## src/rtl/herm_pkg.sv

```systemverilog
// Shared constants, FSM state type and skid-buffer payload for the
// Hermitian-remover readout sequencer.
package herm_pkg;

   localparam int unsigned ACTIVE_SUBCARR = 28;
   localparam int unsigned SYMBOL_NUM     = 8;
   localparam int unsigned FFT_POINT      = 64;
   localparam int unsigned DATA_W         = 16;
   localparam int unsigned PTR_W          = 8;
   localparam int unsigned FULL_TIMEOUT   = 1024;

   localparam int unsigned IN_WORDS  = FFT_POINT * SYMBOL_NUM;
   localparam int unsigned OUT_WORDS = ACTIVE_SUBCARR * SYMBOL_NUM;

   localparam int unsigned IN_CNT_W  = $clog2(IN_WORDS + 1);
   localparam int unsigned OUT_CNT_W = $clog2(OUT_WORDS + 1);
   localparam int unsigned TMR_W     = $clog2(FULL_TIMEOUT);

   typedef enum logic [2:0] {
      IDLE,
      FILL,
      WAIT_FULL,
      READ,
      DONE
   } state_e;

   typedef struct packed {
      logic              last;
      logic [DATA_W-1:0] data;
   } skid_word_t;

endpackage

```

## src/rtl/herm_skid_fifo.sv

```systemverilog
// Two-entry shift-style skid FIFO; the head always sits in slot 0 so the
// stream outputs come straight from a flop.
module herm_skid_fifo
   import herm_pkg::*;
(
   input  logic       clk,
   input  logic       rst_n,
   input  logic       push,
   input  logic       pop,
   input  skid_word_t din,
   output skid_word_t head,
   output logic       full,
   output logic       empty,
   output logic [1:0] free_slots
);

   logic [1:0] cnt_q, cnt_d;
   skid_word_t mem0_q, mem0_d;
   skid_word_t mem1_q, mem1_d;
   logic       do_push;
   logic       do_pop;

   always_comb begin
      do_pop  = pop && (cnt_q != 2'd0);
      do_push = push && ((cnt_q != 2'd2) || do_pop);
      cnt_d   = cnt_q;
      mem0_d  = mem0_q;
      mem1_d  = mem1_q;
      case ({do_push, do_pop})
         2'b10: begin
            if (cnt_q == 2'd0) mem0_d = din;
            else               mem1_d = din;
            cnt_d = cnt_q + 2'd1;
         end
         2'b01: begin
            mem0_d = mem1_q;
            cnt_d  = cnt_q - 2'd1;
         end
         2'b11: begin
            if (cnt_q == 2'd1) begin
               mem0_d = din;
            end else begin
               mem0_d = mem1_q;
               mem1_d = din;
            end
         end
         default: begin
         end
      endcase
   end

   always_ff @(posedge clk or negedge rst_n) begin
      if (!rst_n) begin
         cnt_q  <= 2'd0;
         mem0_q <= '0;
         mem1_q <= '0;
      end else begin
         cnt_q  <= cnt_d;
         mem0_q <= mem0_d;
         mem1_q <= mem1_d;
      end
   end

   assign head       = mem0_q;
   assign full       = (cnt_q == 2'd2);
   assign empty      = (cnt_q == 2'd0);
   assign free_slots = 2'd2 - cnt_q;

endmodule

```

## src/rtl/herm_readout_ctrl.sv

```systemverilog
// Burst sequencer: gates FFT words into the Hermitian remover, waits for it to
// fill, reads out the active subcarriers into a valid/ready stream, re-arms it.
module herm_readout_ctrl
   import herm_pkg::*;
(
   input  logic              clk,
   input  logic              rst_n,
   input  logic              start,
   input  logic              fft_valid,
   input  logic [DATA_W-1:0] fft_data,
   output logic [DATA_W-1:0] rm_din,
   output logic              rm_wren,
   input  logic              rm_full,
   output logic [PTR_W-1:0]  rm_rd_ptr,
   input  logic [DATA_W-1:0] rm_dout,
   output logic              rm_tx_done,
   output logic [DATA_W-1:0] m_tdata,
   output logic              m_tvalid,
   input  logic              m_tready,
   output logic              m_tlast,
   output logic              busy,
   output logic              err_timeout
);

   state_e                 state_q, state_d;
   logic [IN_CNT_W-1:0]    in_cnt_q, in_cnt_d;
   logic [OUT_CNT_W-1:0]   rd_cnt_q, rd_cnt_d;
   logic [OUT_CNT_W-1:0]   out_cnt_q, out_cnt_d;
   logic [TMR_W-1:0]       tmr_q, tmr_d;
   logic                   inflight_q, inflight_d;
   logic                   inflight_last_q, inflight_last_d;
   logic                   rearm_q, rearm_d;
   logic                   pend_q, pend_d;
   logic                   err_q, err_d;
   logic                   txd_q, txd_d;
   logic                   busy_q, busy_d;

   skid_word_t             fifo_din, fifo_head;
   logic                   fifo_full, fifo_empty, fifo_push, fifo_pop;
   logic [1:0]             fifo_free;
   logic [2:0]             free_eff;
   logic                   issue;

   assign fifo_din  = {inflight_last_q, rm_dout};
   assign fifo_pop  = !fifo_empty && m_tready;
   assign fifo_push = inflight_q && (!fifo_full || fifo_pop);

   herm_skid_fifo u_skid (
      .clk        (clk),
      .rst_n      (rst_n),
      .push       (fifo_push),
      .pop        (fifo_pop),
      .din        (fifo_din),
      .head       (fifo_head),
      .full       (fifo_full),
      .empty      (fifo_empty),
      .free_slots (fifo_free)
   );

   // Next-state, counters and pulse generation
   always_comb begin
      state_d         = state_q;
      in_cnt_d        = in_cnt_q;
      rd_cnt_d        = rd_cnt_q;
      out_cnt_d       = out_cnt_q;
      tmr_d           = tmr_q;
      inflight_d      = 1'b0;
      inflight_last_d = 1'b0;
      rearm_d         = rearm_q;
      pend_d          = 1'b0;
      err_d           = err_q;
      txd_d           = 1'b0;
      // a fetch may issue only if the slot it will land in is guaranteed free
      free_eff        = 3'(fifo_free) + 3'(fifo_pop);
      issue           = 1'b0;

      case (state_q)
         IDLE: begin
            in_cnt_d  = '0;
            rd_cnt_d  = '0;
            out_cnt_d = '0;
            tmr_d     = '0;
            if (pend_q) begin
               state_d = FILL;
            end else if (start) begin
               err_d = 1'b0;
               // remover contents survive our reset: flush it once before filling
               if (rearm_q) begin
                  txd_d   = 1'b1;
                  rearm_d = 1'b0;
                  pend_d  = 1'b1;
               end else begin
                  state_d = FILL;
               end
            end
         end
         FILL: begin
            if (fft_valid) begin
               in_cnt_d = in_cnt_q + IN_CNT_W'(1);
               if (in_cnt_q == IN_CNT_W'(IN_WORDS - 1)) state_d = WAIT_FULL;
            end
         end
         WAIT_FULL: begin
            if (rm_full) begin
               state_d = READ;
            end else if (tmr_q == TMR_W'(FULL_TIMEOUT - 1)) begin
               err_d   = 1'b1;
               state_d = DONE;
            end else begin
               tmr_d = tmr_q + TMR_W'(1);
            end
         end
         READ: begin
            issue = (rd_cnt_q < OUT_CNT_W'(OUT_WORDS)) && (free_eff > 3'(inflight_q));
            inflight_d      = issue;
            inflight_last_d = issue && (rd_cnt_q == OUT_CNT_W'(OUT_WORDS - 1));
            rd_cnt_d        = rd_cnt_q + OUT_CNT_W'(issue);
            if (fifo_pop) begin
               out_cnt_d = out_cnt_q + OUT_CNT_W'(1);
               if (out_cnt_q == OUT_CNT_W'(OUT_WORDS - 1)) state_d = DONE;
            end
         end
         DONE: begin
            state_d = IDLE;
         end
         default: begin
            state_d = IDLE;
         end
      endcase

      txd_d  = txd_d || (state_d == DONE);
      busy_d = (state_d != IDLE);
   end

   always_ff @(posedge clk or negedge rst_n) begin
      if (!rst_n) begin
         state_q         <= IDLE;
         in_cnt_q        <= '0;
         rd_cnt_q        <= '0;
         out_cnt_q       <= '0;
         tmr_q           <= '0;
         inflight_q      <= 1'b0;
         inflight_last_q <= 1'b0;
         rearm_q         <= 1'b1;
         pend_q          <= 1'b0;
         err_q           <= 1'b0;
         txd_q           <= 1'b0;
         busy_q          <= 1'b0;
      end else begin
         state_q         <= state_d;
         in_cnt_q        <= in_cnt_d;
         rd_cnt_q        <= rd_cnt_d;
         out_cnt_q       <= out_cnt_d;
         tmr_q           <= tmr_d;
         inflight_q      <= inflight_d;
         inflight_last_q <= inflight_last_d;
         rearm_q         <= rearm_d;
         pend_q          <= pend_d;
         err_q           <= err_d;
         txd_q           <= txd_d;
         busy_q          <= busy_d;
      end
   end

   assign rm_wren     = (state_q == FILL) && fft_valid;
   assign rm_din      = (state_q == FILL) ? fft_data : '0;
   assign rm_rd_ptr   = PTR_W'(rd_cnt_q);
   assign rm_tx_done  = txd_q;
   assign m_tvalid    = !fifo_empty;
   assign m_tdata     = fifo_head.data;
   assign m_tlast     = fifo_head.last && !fifo_empty;
   assign busy        = busy_q;
   assign err_timeout = err_q;

endmodule

```

## config.mk

```make
export PLATFORM = sky130hd
export DESIGN_NAME = herm_readout_ctrl
export DESIGN_NICKNAME = d
export VERILOG_FILES = /design/src/rtl/herm_pkg.sv /design/src/rtl/herm_skid_fifo.sv /design/src/rtl/herm_readout_ctrl.sv
export SDC_FILE = /design/constraint.sdc
export NUM_CORES = 1
export LEC_CHECK = 0
export BUFFER_PORTS_ARGS = -buffer_cell sky130_fd_sc_hd__buf_4
export CAP_MARGIN = 20
export CORE_ASPECT_RATIO = 1.5
export CORE_MARGIN = 1.5
export CORE_UTILIZATION = 40
export CTS_BUF_LIST = sky130_fd_sc_hd__clkbuf_2 sky130_fd_sc_hd__clkbuf_4 sky130_fd_sc_hd__clkbuf_8
export DETAILED_ROUTE_END_ITERATION = 10
export PLACE_DENSITY = 0.62
export RECOVER_POWER = 25
export SYNTH_ARGS = -nofsm -noshare
export SYNTH_HDL_FRONTEND = slang
export SYNTH_SLANG_ARGS = --single-unit
```

## constraint.sdc

```tcl
create_clock -name clk -period 2.5 [get_ports clk]
set_input_delay 0.25 -clock clk [delete_from_list [all_inputs] [get_ports clk]]
set_output_delay 0.25 -clock clk [all_outputs]
set_load 0.02 [all_outputs]
```

==> results of run 1 <==
what timing repair did:
action                     in CTS  in global routing
setup buffers                   1                  7
pin swaps                       2                  7
cloned                          0                  0
hold buffers                    1                  0
setup endpoints to repair      17                 23
resized for setup               2                 11
hold endpoints to repair       35                  0
Yosys cell counts, drive strengths merged (2+ instances only):
cell type / instances / share of area
a22o: 2 / 0.0040
nand3: 13 / 0.017
dfrtp: 81 / 0.46
nor3b: 2 / 0.0071
inv: 15 / 0.013
ha: 14 / 0.040
o31ai: 6 / 0.010
a31oi: 4 / 0.0057
a21oi: 23 / 0.026
mux2: 17 / 0.044
o41ai: 3 / 0.0077
a211oi: 3 / 0.0091
nand3b: 4 / 0.0068
nand2: 27 / 0.024
o211ai: 9 / 0.017
nand4: 11 / 0.019
o311ai: 3 / 0.0077
o21ai: 13 / 0.015
a2111oi: 3 / 0.010
and3: 4 / 0.0068
nor2: 41 / 0.035
nor2b: 4 / 0.0057
or4: 2 / 0.0034
buf: 30 / 0.050
xnor2: 9 / 0.018
and2: 20 / 0.028
nor3: 7 / 0.0080
o21a: 2 / 0.0034
nor4: 2 / 0.0028
nand2b: 3 / 0.0043
a22oi: 17 / 0.029
clkbuf: 6 / 0.0051
and4: 3 / 0.0065
xor2: 8 / 0.016
metal layers:
layer	up-vias	wire length (µm)	global-route usage
met1	1638	4030	0.200
met2	80	4930	0.304
met4	0	112	0.0573
met3	10	381	0.0352
li1	1673	-	-
met5	-	0	0
layout make-up:
cell class              instances  area share
clock buffers                  14      0.0321
clock inverters                 2     0.00646
inverters                      16      0.0122
multi-input cells             291       0.398
flip-flops and latches         82       0.379
well taps                     144      0.0332
repair buffers                106       0.139
flip-flops by register name, summed over array words and instances, names as in the netlist:
name	flops
out_cnt_q	8
u_skid.head	17
tmr_q	10
rearm_q	1
u_skid.cnt_q	2
rm_tx_done	1
rm_rd_ptr	8
busy	1
err_timeout	1
inflight_q	1
pend_q	1
state_q	3
in_cnt_q	10
inflight_last_q	1
u_skid.mem1_q	17
power by group through the flow:
stage	combinational (mW)	clock [mW]	sequential (mW)
floorplan	1.72	0	1.89
global placement	2.25	0	1.93
detailed placement	2.30	0	1.94
CTS	2.33	1.04	1.92
global route	2.64	1.09	1.96
finish	2.40	1.00	1.92
logic make-up after synthesis:
group | after synthesis | share of synthesized area
buf+inv | 52 | 0.0692
compound gates | 95 | 0.159
simple gates | 148 | 0.187
fa+ha+maj | 14 | 0.0399
xor+xnor | 17 | 0.0339
flops | 82 | 0.467
mux | 17 | 0.0436
how the worst max path moves through the flow:
stage / startpoint / end / slack, ns / cells past startpoint
after floorplan: u_skid.cnt_q[0] / rm_rd_ptr[6] / -0.03 / 15
after global placement: u_skid.cnt_q[1] / rm_rd_ptr[6] / 0.06 / 14
after detailed placement: u_skid.cnt_q[1] / rm_rd_ptr[6] / -0.06 / 14
after CTS: u_skid.cnt_q[1] / u_skid.head[16] / 0.01 / 12
after global routing: u_skid.cnt_q[0] / rm_rd_ptr[7] / -0.03 / 12
final: u_skid.cnt_q[1] / rm_rd_ptr[6] / 0.08 / 14
==> metrics.md, run 1 <==
| Metric | Value |
|---|---|
| # diodes | `0` |
| Clock Latency Late Sink | `0.35 ns` |
| Hold crit path type | `primary input to flop` |
| Vias in the first global route | `3437` |
| Core box area | `10600 µm²` |
| Max_cap viols | `0` |
| Rel. slew slack | `0.379` |
| Worst-path clk slew | `0.08 ns` |
| Crit path max-delay family | `compound AO/OA/AOI/OAI gates` |
| Mapped Area | `4400 µm²` |
| Hold Path Cell Cnt | `2` |
| Switching part of the total | `0.384` |
| Tcrit/Tclk final | `0.968` |
| Most common cell after layout, fill and taps aside | `buf_4` |
| Worst Path Required | `2.73 ns` |
| DRT iter0 DRCs | `123` |
| Combinational group share of total power | `0.451` |
| Layout Skew | `0.0105 ns` |
| Syn nets | `477` |
| Design area | `5420 µm²` |
| Post-synth top flop | `dfrtp_1` |
| Layout cell share with drive strength beyond 1 | `0.309` |
| R2R Setup Slk | `0.08 ns` |
| Setup-failing EPs final | `0` |
| Grt ovf | `0` |
| Reg-to-reg endpoint | `rm_rd_ptr[6]` |
| Status | `complete, no violations` |
| Die X | `88.6 µm` |
| Layout Cells excl Fill | `655` |
| Arrival time of the worst setup path | `2.65 ns` |
| Max clock buf depth | `2` |
| Largest net degree at the start of global routing | `38` |
| Hold Slack | `0.140 ns` |
| Number of synthesized flops with an enable pin | `0` |
| F_max | `413 MHz` |
| Count of input and output buffers | `83` |
| Storage cell area | `2050 µm²` |
| Nets@finish | `558` |
| Number of synthesized register bits | `82` |
| Die ar. | `11600 µm²` |
| CP Max Fanout | `7` |
| FF-to-FF path depth | `14` |
| Worst Slack Setup Final | `0.0788 ns` |
| Min cycle time layout | `2.42 ns` |
| Worst hold path startpoint | `rm_dout[8]` |
| Clock share of power | `0.188` |
| Global-route wire length before repair | `15.9 mm` |
| Worst hold endpoint | `u_skid.mem1_q[8]` |
| CTS tree | `yes` |
| Seq/Total Area, Yosys | `0.467` |
| Via count | `3401` |
| Core Rows | `46` |
| Critical Path End Type | `flop` |
| Peak VDD IR | `426 µV` |
| Max Slew Vio Count | `0` |
| Fillers | `990` |
| Buf/Inv on CP | `3` |
| CTS root buffer | `clkbuf_8` |
| Sequential power share | `0.361` |
| GPL Wtd Cong | `0.776` |
| Netlist cell types | `62` |
| Multi-input gate area | `2160 µm²` |
| Antenna Nets Post-Route | `0` |
| Via density | `5.19` |
| Residual DRC | `0` |
| Post-synthesis cell count | `425` |
| TritonCTS buffer count | `9` |
| Detailed-router iteration count before antenna repair | `4` |
| I/O Pins | `84` |
| Internal power | `3.28 mW` |
| Layout Utilization | `0.509` |
| RSZ-0062 raised after global routing | `yes` |
| Warnings, synthesis | `0` |
| Power consumption | `5.33 mW` |
| Worst path slowest cell | `dfrtp_1` |
| Placed wire-length estimate | `6.75 mm` |
| Routed WL | `9.45 mm` |
| DP Area | `5120 µm²` |
| Setup TNS | `0 ns` |
| Worst reg2reg startpoint | `u_skid.cnt_q[1]` |
| DP Cell Count | `630` |
| Die height | `131 µm` |
| Post-synthesis async set-or-reset flop share | `1.00` |
| Initial antenna violation count | `0` |
| Power Density | `982 nW/µm²` |
| Kind of critical path | `flop to flop` |
| Net Switching | `2.04 mW` |
| Mapped Avg Cell Area | `10.3 µm²` |
| CTS sink cnt | `82` |
| Most frequent cells in the layout | `89 x buf_4, 81 x dfrtp_1, 41 x nor2_1` |
| LEAKAGE | `2.43 nW` |
| CP Cell Sequence | `inv_2, ha_4, nand2b_4, inv_6, nand2_4, inv_2, ha_4, nor2_1, a22o_1, a31oi_4, ha_4, nand2_8, o311ai_4, o41ai_2` |
| Layout area overhead | `23.4%` |
| Worst-Margin Slew | `0.932 ns` |
| Most used cell along the critical path | `ha_4` |
| Starting Density | `0.413` |
| H-tree Lvls | `3` |
| Routed len/inst | `14.4 µm` |
| Max stage delay on crit path | `0.41 ns` |
| Fin. Hold Viols | `0` |
| Pre-CTS setup slack | `-0.0603 ns` |
| Total GRT Usage | `0.171` |
| Startpoint Class | `flop` |
Note: power is estimated with default switching activity, not from simulation.
==> run 2: changes to the inputs <==
==> constraint.sdc (replaced) <==
create_clock -name clk -period 2.5 [get_ports clk]
set_input_delay 0.5 -clock clk [delete_from_list [all_inputs] [get_ports clk]]
set_output_delay 0.5 -clock clk [all_outputs]
set_load 0.02 [all_outputs]
==> run 2 against run 1 <==
Register-to-register slack improved by 0.03 ns. Sequential power barely moved. Hold slack improved by 0.22 ns.
==> metrics.md, run 2 (synthesis results as in run 1) <==
| Metric | Value |
|---|---|
| Global-route wire length before repair | `15.8 mm` |
| Layout Cells excl Fill | `653` |
| Peak VDD IR | `410 µV` |
| Initial antenna violation count | `0` |
| Worst-path clk slew | `0.08 ns` |
| Worst Path Required | `2.73 ns` |
| Setup-failing EPs final | `0` |
| Hold Slack | `0.357 ns` |
| Layout cell share with drive strength beyond 1 | `0.334` |
| Startpoint Class | `flop` |
| Grt ovf | `0` |
| DRT iter0 DRCs | `114` |
| Layout area overhead | `23.0%` |
| Fin. Hold Viols | `0` |
| Most frequent cells in the layout | `100 x buf_4, 80 x dfrtp_1, 41 x nor2_1` |
| Power Density | `973 nW/µm²` |
| Hold buffers post-CTS | `0` |
| # diodes | `0` |
| Most used cell along the critical path | `ha_4` |
| Largest net degree at the start of global routing | `47` |
| TritonCTS buffer count | `9` |
| Storage cell area | `2050 µm²` |
| Pre-CTS setup slack | `-0.0356 ns` |
| Worst Slack Setup Final | `0.113 ns` |
| Count of input and output buffers | `83` |
| Residual DRC | `0` |
| Hold crit path type | `primary input to async pin` |
| Clock Latency Late Sink | `0.35 ns` |
| Setup TNS | `0 ns` |
| Starting Density | `0.413` |
| CTS sink cnt | `82` |
| Worst-Margin Slew | `1.14 ns` |
| Vias in the first global route | `3406` |
| Worst reg2reg startpoint | `u_skid.cnt_q[0]` |
| Antenna Nets Post-Route | `0` |
| F_max | `419 MHz` |
| Most common cell after layout, fill and taps aside | `buf_4` |
| Min cycle time layout | `2.39 ns` |
| Placed wire-length estimate | `6.83 mm` |
| Kind of critical path | `flop to flop` |
| H-tree Lvls | `3` |
| Max Slew Vio Count | `0` |
| CTS root buffer | `clkbuf_8` |
| Worst path slowest cell | `dfrtp_1` |
| CP Cell Sequence | `inv_2, ha_4, nand2b_4, inv_6, xnor2_2, ha_1, a22o_1, a31oi_4, ha_4, nand2_4, o311ai_4, o41ai_2` |
| R2R Setup Slk | `0.11 ns` |
| Buf/Inv on CP | `2` |
| Via density | `5.23` |
| Max clock buf depth | `2` |
| RSZ-0062 raised after global routing | `yes` |
| Core box area | `10600 µm²` |
| GPL Wtd Cong | `0.814` |
| Via count | `3418` |
| Reg-to-reg endpoint | `rm_rd_ptr[6]` |
| Fillers | `971` |
| Critical Path End Type | `flop` |
| Arrival time of the worst setup path | `2.62 ns` |
| Die height | `131 µm` |
| Total GRT Usage | `0.170` |
| Status | `complete, no violations` |
| Layout Skew | `0.0107 ns` |
| I/O Pins | `84` |
| Multi-input gate area | `2120 µm²` |
| FF-to-FF path depth | `12` |
| Nets@finish | `556` |
| Rel. slew slack | `0.237` |
| Tcrit/Tclk final | `0.955` |
| Die ar. | `11600 µm²` |
| Routed WL | `9.40 mm` |
| Crit path max-delay family | `compound AO/OA/AOI/OAI gates` |
| CTS tree | `yes` |
| Max stage delay on crit path | `0.39 ns` |
| Max_cap viols | `0` |
| Core Rows | `46` |
| Detailed-router iteration count before antenna repair | `4` |
| DP Cell Count | `632` |
| Routed len/inst | `14.4 µm` |
| CP Max Fanout | `5` |
| LEAKAGE | `2.48 nW` |
| Die X | `88.6 µm` |
-- run 2: changes by cell type in the layout (fill, tap and decap cells not counted), sizes merged --
cell,delta
bufinv,-1
clkbuf,-13
buf,+12
dlygate4sd3,-1
clkinv,+1
-- run 2: timing repair --
action / in CTS / in global routing
setup endpoints to repair: 2 / 30
resized for setup: 2 / 8
pin swaps: 1 / 7
setup buffers: 1 / 4
-- run 2: worst max path at each step --
stage          cells after the start            to  slack (ns)            start
2_1_floorplan                     15  rm_rd_ptr[6]       -0.03  u_skid.cnt_q[0]
3_3_place_gp                      14  rm_rd_ptr[6]        0.07  u_skid.cnt_q[1]
3_5_place_dp                      14  rm_rd_ptr[6]       -0.04  u_skid.cnt_q[1]
4_1_cts                           15  rm_rd_ptr[5]        0.02  u_skid.cnt_q[1]
5_1_grt                           12  rm_rd_ptr[7]       -0.09  u_skid.cnt_q[0]
6_report                          12  rm_rd_ptr[6]        0.11  u_skid.cnt_q[0]
-- run 2: worst register-to-register path, stage by stage (launching register included) --
cell	delay, ns
dfrtp_1	0.39
inv_2	0.08
ha_4	0.13
nand2b_4	0.13
inv_6	0.04
xnor2_2	0.12
ha_1	0.26
a22o_1	0.24
a31oi_4	0.20
ha_4	0.18
nand2_4	0.07
o311ai_4	0.29
o41ai_2	0.12
-- run 2: layout make-up --
type | instances | share of cell area
Sequential cell | 82 | 0.380
Inverter | 16 | 0.0123
Tap cell | 144 | 0.0333
Multi-Input combinational cell | 291 | 0.393
Timing Repair Buffer | 104 | 0.147
Clock buffer | 14 | 0.0333
Clock inverter | 2 | 0.00185
-- run 2: metal layers --
layer,up-vias,GRT usage,part of all wire
met5,-,0,0
met4,0,0.0686,0.015
met3,12,0.0295,0.039
met2,101,0.294,0.52
met1,1644,0.204,0.42
li1,1661,-,-
-- run 2: power by group --
| part | switching, mW | internal [mW] | leakage, nW | total [mW] |
|---|---|---|---|---|
| clock network | 0.459 | 0.462 | 0.103 | 0.921 |
| logic | 1.32 | 1.11 | 1.32 | 2.44 |
| registers | 0.222 | 1.68 | 1.05 | 1.90 |
| total | 2.01 | 3.25 | 2.48 | 5.26 |
-- run 2: through the flow --
stage	power (mW)	utilization	cell area, µm²
3_3_place_gp	4.20	0.483	5150
4_1_cts	5.22	0.503	5360
6_report	5.26	0.508	5410
5_1_grt	5.62	0.508	5410
2_1_floorplan	3.61	-	4440
3_5_place_dp	4.26	0.483	5150
==> run 3: changes to the inputs <==
--- a/config.mk
+++ b/config.mk
@@ -8,7 +8,7 @@
 export BUFFER_PORTS_ARGS = -buffer_cell sky130_fd_sc_hd__buf_4
 export CAP_MARGIN = 20
 export CORE_ASPECT_RATIO = 1.5
-export CORE_MARGIN = 1.5
+export CORE_MARGIN = 2
 export CORE_UTILIZATION = 40
 export CTS_BUF_LIST = sky130_fd_sc_hd__clkbuf_2 sky130_fd_sc_hd__clkbuf_4 sky130_fd_sc_hd__clkbuf_8
 export DETAILED_ROUTE_END_ITERATION = 10
==> run 3 against run 2 <==
Clock power up 9%. Critical path depth up 2. Global-route usage down 0.59 points. Die area up 1.9%. Hold slack worse by 0.012 ns. Worst setup slack worse by 0.062 ns. Wire length down 2.7%. Sequential cell count unchanged.
==> metrics.md, run 3 (synthesis results as in run 1) <==
| Metric | Value |
|---|---|
| Met1 global-route usage | `0.197` |
| Starting Density | `0.413` |
| Peak VDD IR | `436 µV` |
| Layout cell share with drive strength beyond 1 | `0.324` |
| Via count | `3398` |
| Grt ovf | `0` |
| LEAKAGE | `2.46 nW` |
| Routed WL | `9.14 mm` |
| Vias in the first global route | `3356` |
| Routing usage on met3 | `0.0332` |
| Max_cap viols | `0` |
| Detailed-router iteration count before antenna repair | `4` |
| Worst-path clk slew | `0.08 ns` |
| Layout Skew | `0.00729 ns` |
| Hold crit path type | `primary input to async pin` |
| Kind of critical path | `flop to flop` |
| Worst Path Required | `2.73 ns` |
| Largest net degree at the start of global routing | `46` |
| Antenna Nets Post-Route | `0` |
| Global-route wire length before repair | `15.5 mm` |
| Met2 GRT Util | `0.281` |
| Die height | `132 µm` |
| Die X | `89.6 µm` |
| Most frequent cells in the layout | `98 x buf_4, 81 x dfrtp_1, 41 x nor2_1` |
| Arrival time of the worst setup path | `2.68 ns` |
| CTS tree | `yes` |
| GPL Wtd Cong | `0.795` |
| Status | `complete, no violations` |
| Global route hottest layer | `met2` |
| Tcrit/Tclk final | `0.980` |
| Core Rows | `46` |
| # diodes | `0` |
| Power Density | `978 nW/µm²` |
| Setup-failing EPs final | `0` |
| Fin. Hold Viols | `0` |
| Most common cell after layout, fill and taps aside | `buf_4` |
| F_max | `408 MHz` |
| Residual DRC | `0` |
| Placed wire-length estimate | `6.68 mm` |
| Max Slew Vio Count | `0` |
| Core box area | `10600 µm²` |
| Power consumption | `5.26 mW` |
| Initial antenna violation count | `0` |
| H-tree Lvls | `3` |
| Nets@finish | `553` |
| Die ar. | `11900 µm²` |
| Startpoint Class | `flop` |
| Max clock buf depth | `2` |
| Total GRT Usage | `0.164` |
| CTS root buffer | `clkbuf_8` |
| Multi-input gate area | `2100 µm²` |
| RSZ-0062 raised after global routing | `yes` |
| Rel. slew slack | `0.254` |
| Critical Path End Type | `flop` |
| Layout area overhead | `22.3%` |
| Design area | `5380 µm²` |
| Count of input and output buffers | `83` |
| I/O Pins | `84` |
| CP Max Fanout | `7` |
| Fillers | `999` |
| CTS sink cnt | `82` |
| Min cycle time layout | `2.45 ns` |
| Via density | `5.23` |
| Routed len/inst | `14.1 µm` |
| Storage cell area | `2050 µm²` |
| TritonCTS buffer count | `9` |
| DRT iter0 DRCs | `156` |
| Clock Latency Late Sink | `0.35 ns` |
| Worst-Margin Slew | `1.12 ns` |
| DP Area | `5130 µm²` |
run 3: cell types whose count changed in the layout (fill, tap and decap cells not counted), sizes merged:
cell / change
buf: -3
bufinv: +1
clkinv: -1
run 3: report_power, final:
| group | total [mW] | switching, mW | internal (mW) | leakage, nW |
|---|---|---|---|---|
| clock | 1.00 | 0.452 | 0.549 | 0.111 |
| combinational | 2.37 | 1.30 | 1.07 | 1.30 |
| sequential | 1.89 | 0.213 | 1.68 | 1.06 |
run 3: layout make-up:
type,count,share of cell area
clock inverters,2,0.00652
flip-flops and latches,82,0.382
clock buffers,14,0.0323
repair buffers,101,0.142
multi-input cells,291,0.391
inverters,16,0.0123
well taps,144,0.0335
run 3: stage by stage:
step | worst slack (ns) | utilization | setup TNS [ns] | instances | hold slack [ns]
5_1_grt | -0.0908 | 0.505 | -0.0908 | 650 | 0.363
3_5_place_dp | -0.0311 | 0.482 | -0.0311 | 630 | 0.481
2_1_floorplan | -0.0302 | - | -0.0302 | 425 | 0.204
6_report | 0.0512 | 0.505 | 0 | 650 | 0.344
3_3_place_gp | 0.0516 | 0.482 | 0 | 630 | 0.477
4_1_cts | 0.0148 | 0.502 | 0 | 647 | 0.157
run 3: what timing repair did:
action                                 CTS  global route
hold buffers                             0             0
pin swaps                                1             2
buffers inserted                         1             3
setup endpoints to repair                1            31
gates resized for setup                  1             4
endpoints found under the hold margin    0             0
run 3: path summary, 6_finish.rpt:
path	startpoint	endpoint	slack, ns	depth (start not counted)
max in group asynchronous	rst_n	out_cnt_q[2]	0.59	2
min in group clk	rm_dout[8]	u_skid.mem1_q[8]	0.39	2
worst max-delay path	u_skid.cnt_q[1]	rm_rd_ptr[6]	0.05	14
worst min register to register	rearm_q	rearm_q	0.49	1
worst max register to register	u_skid.cnt_q[1]	rm_rd_ptr[6]	0.05	14
worst min-delay path	rst_n	u_skid.mem1_q[12]	0.34	1
run 3: critical path, cell delays in order, from the launching register on:
cell and delay [ns]:
dfrtp_1 0.40, inv_2 0.08, ha_4 0.13, nand2b_4 0.14, inv_6 0.04, nand2_1 0.07
inv_1 0.05, ha_1 0.26, nor2_1 0.04, a22o_1 0.23, a31oi_4 0.19, ha_2 0.24
nand2_4 0.09, o311ai_4 0.28, o41ai_2 0.11
run 3: routing by layer:
metal	share of wire	wire [µm]
met4	0.013	120
met5	0	0
met1	0.43	3930
met3	0.039	355
met2	0.52	4740
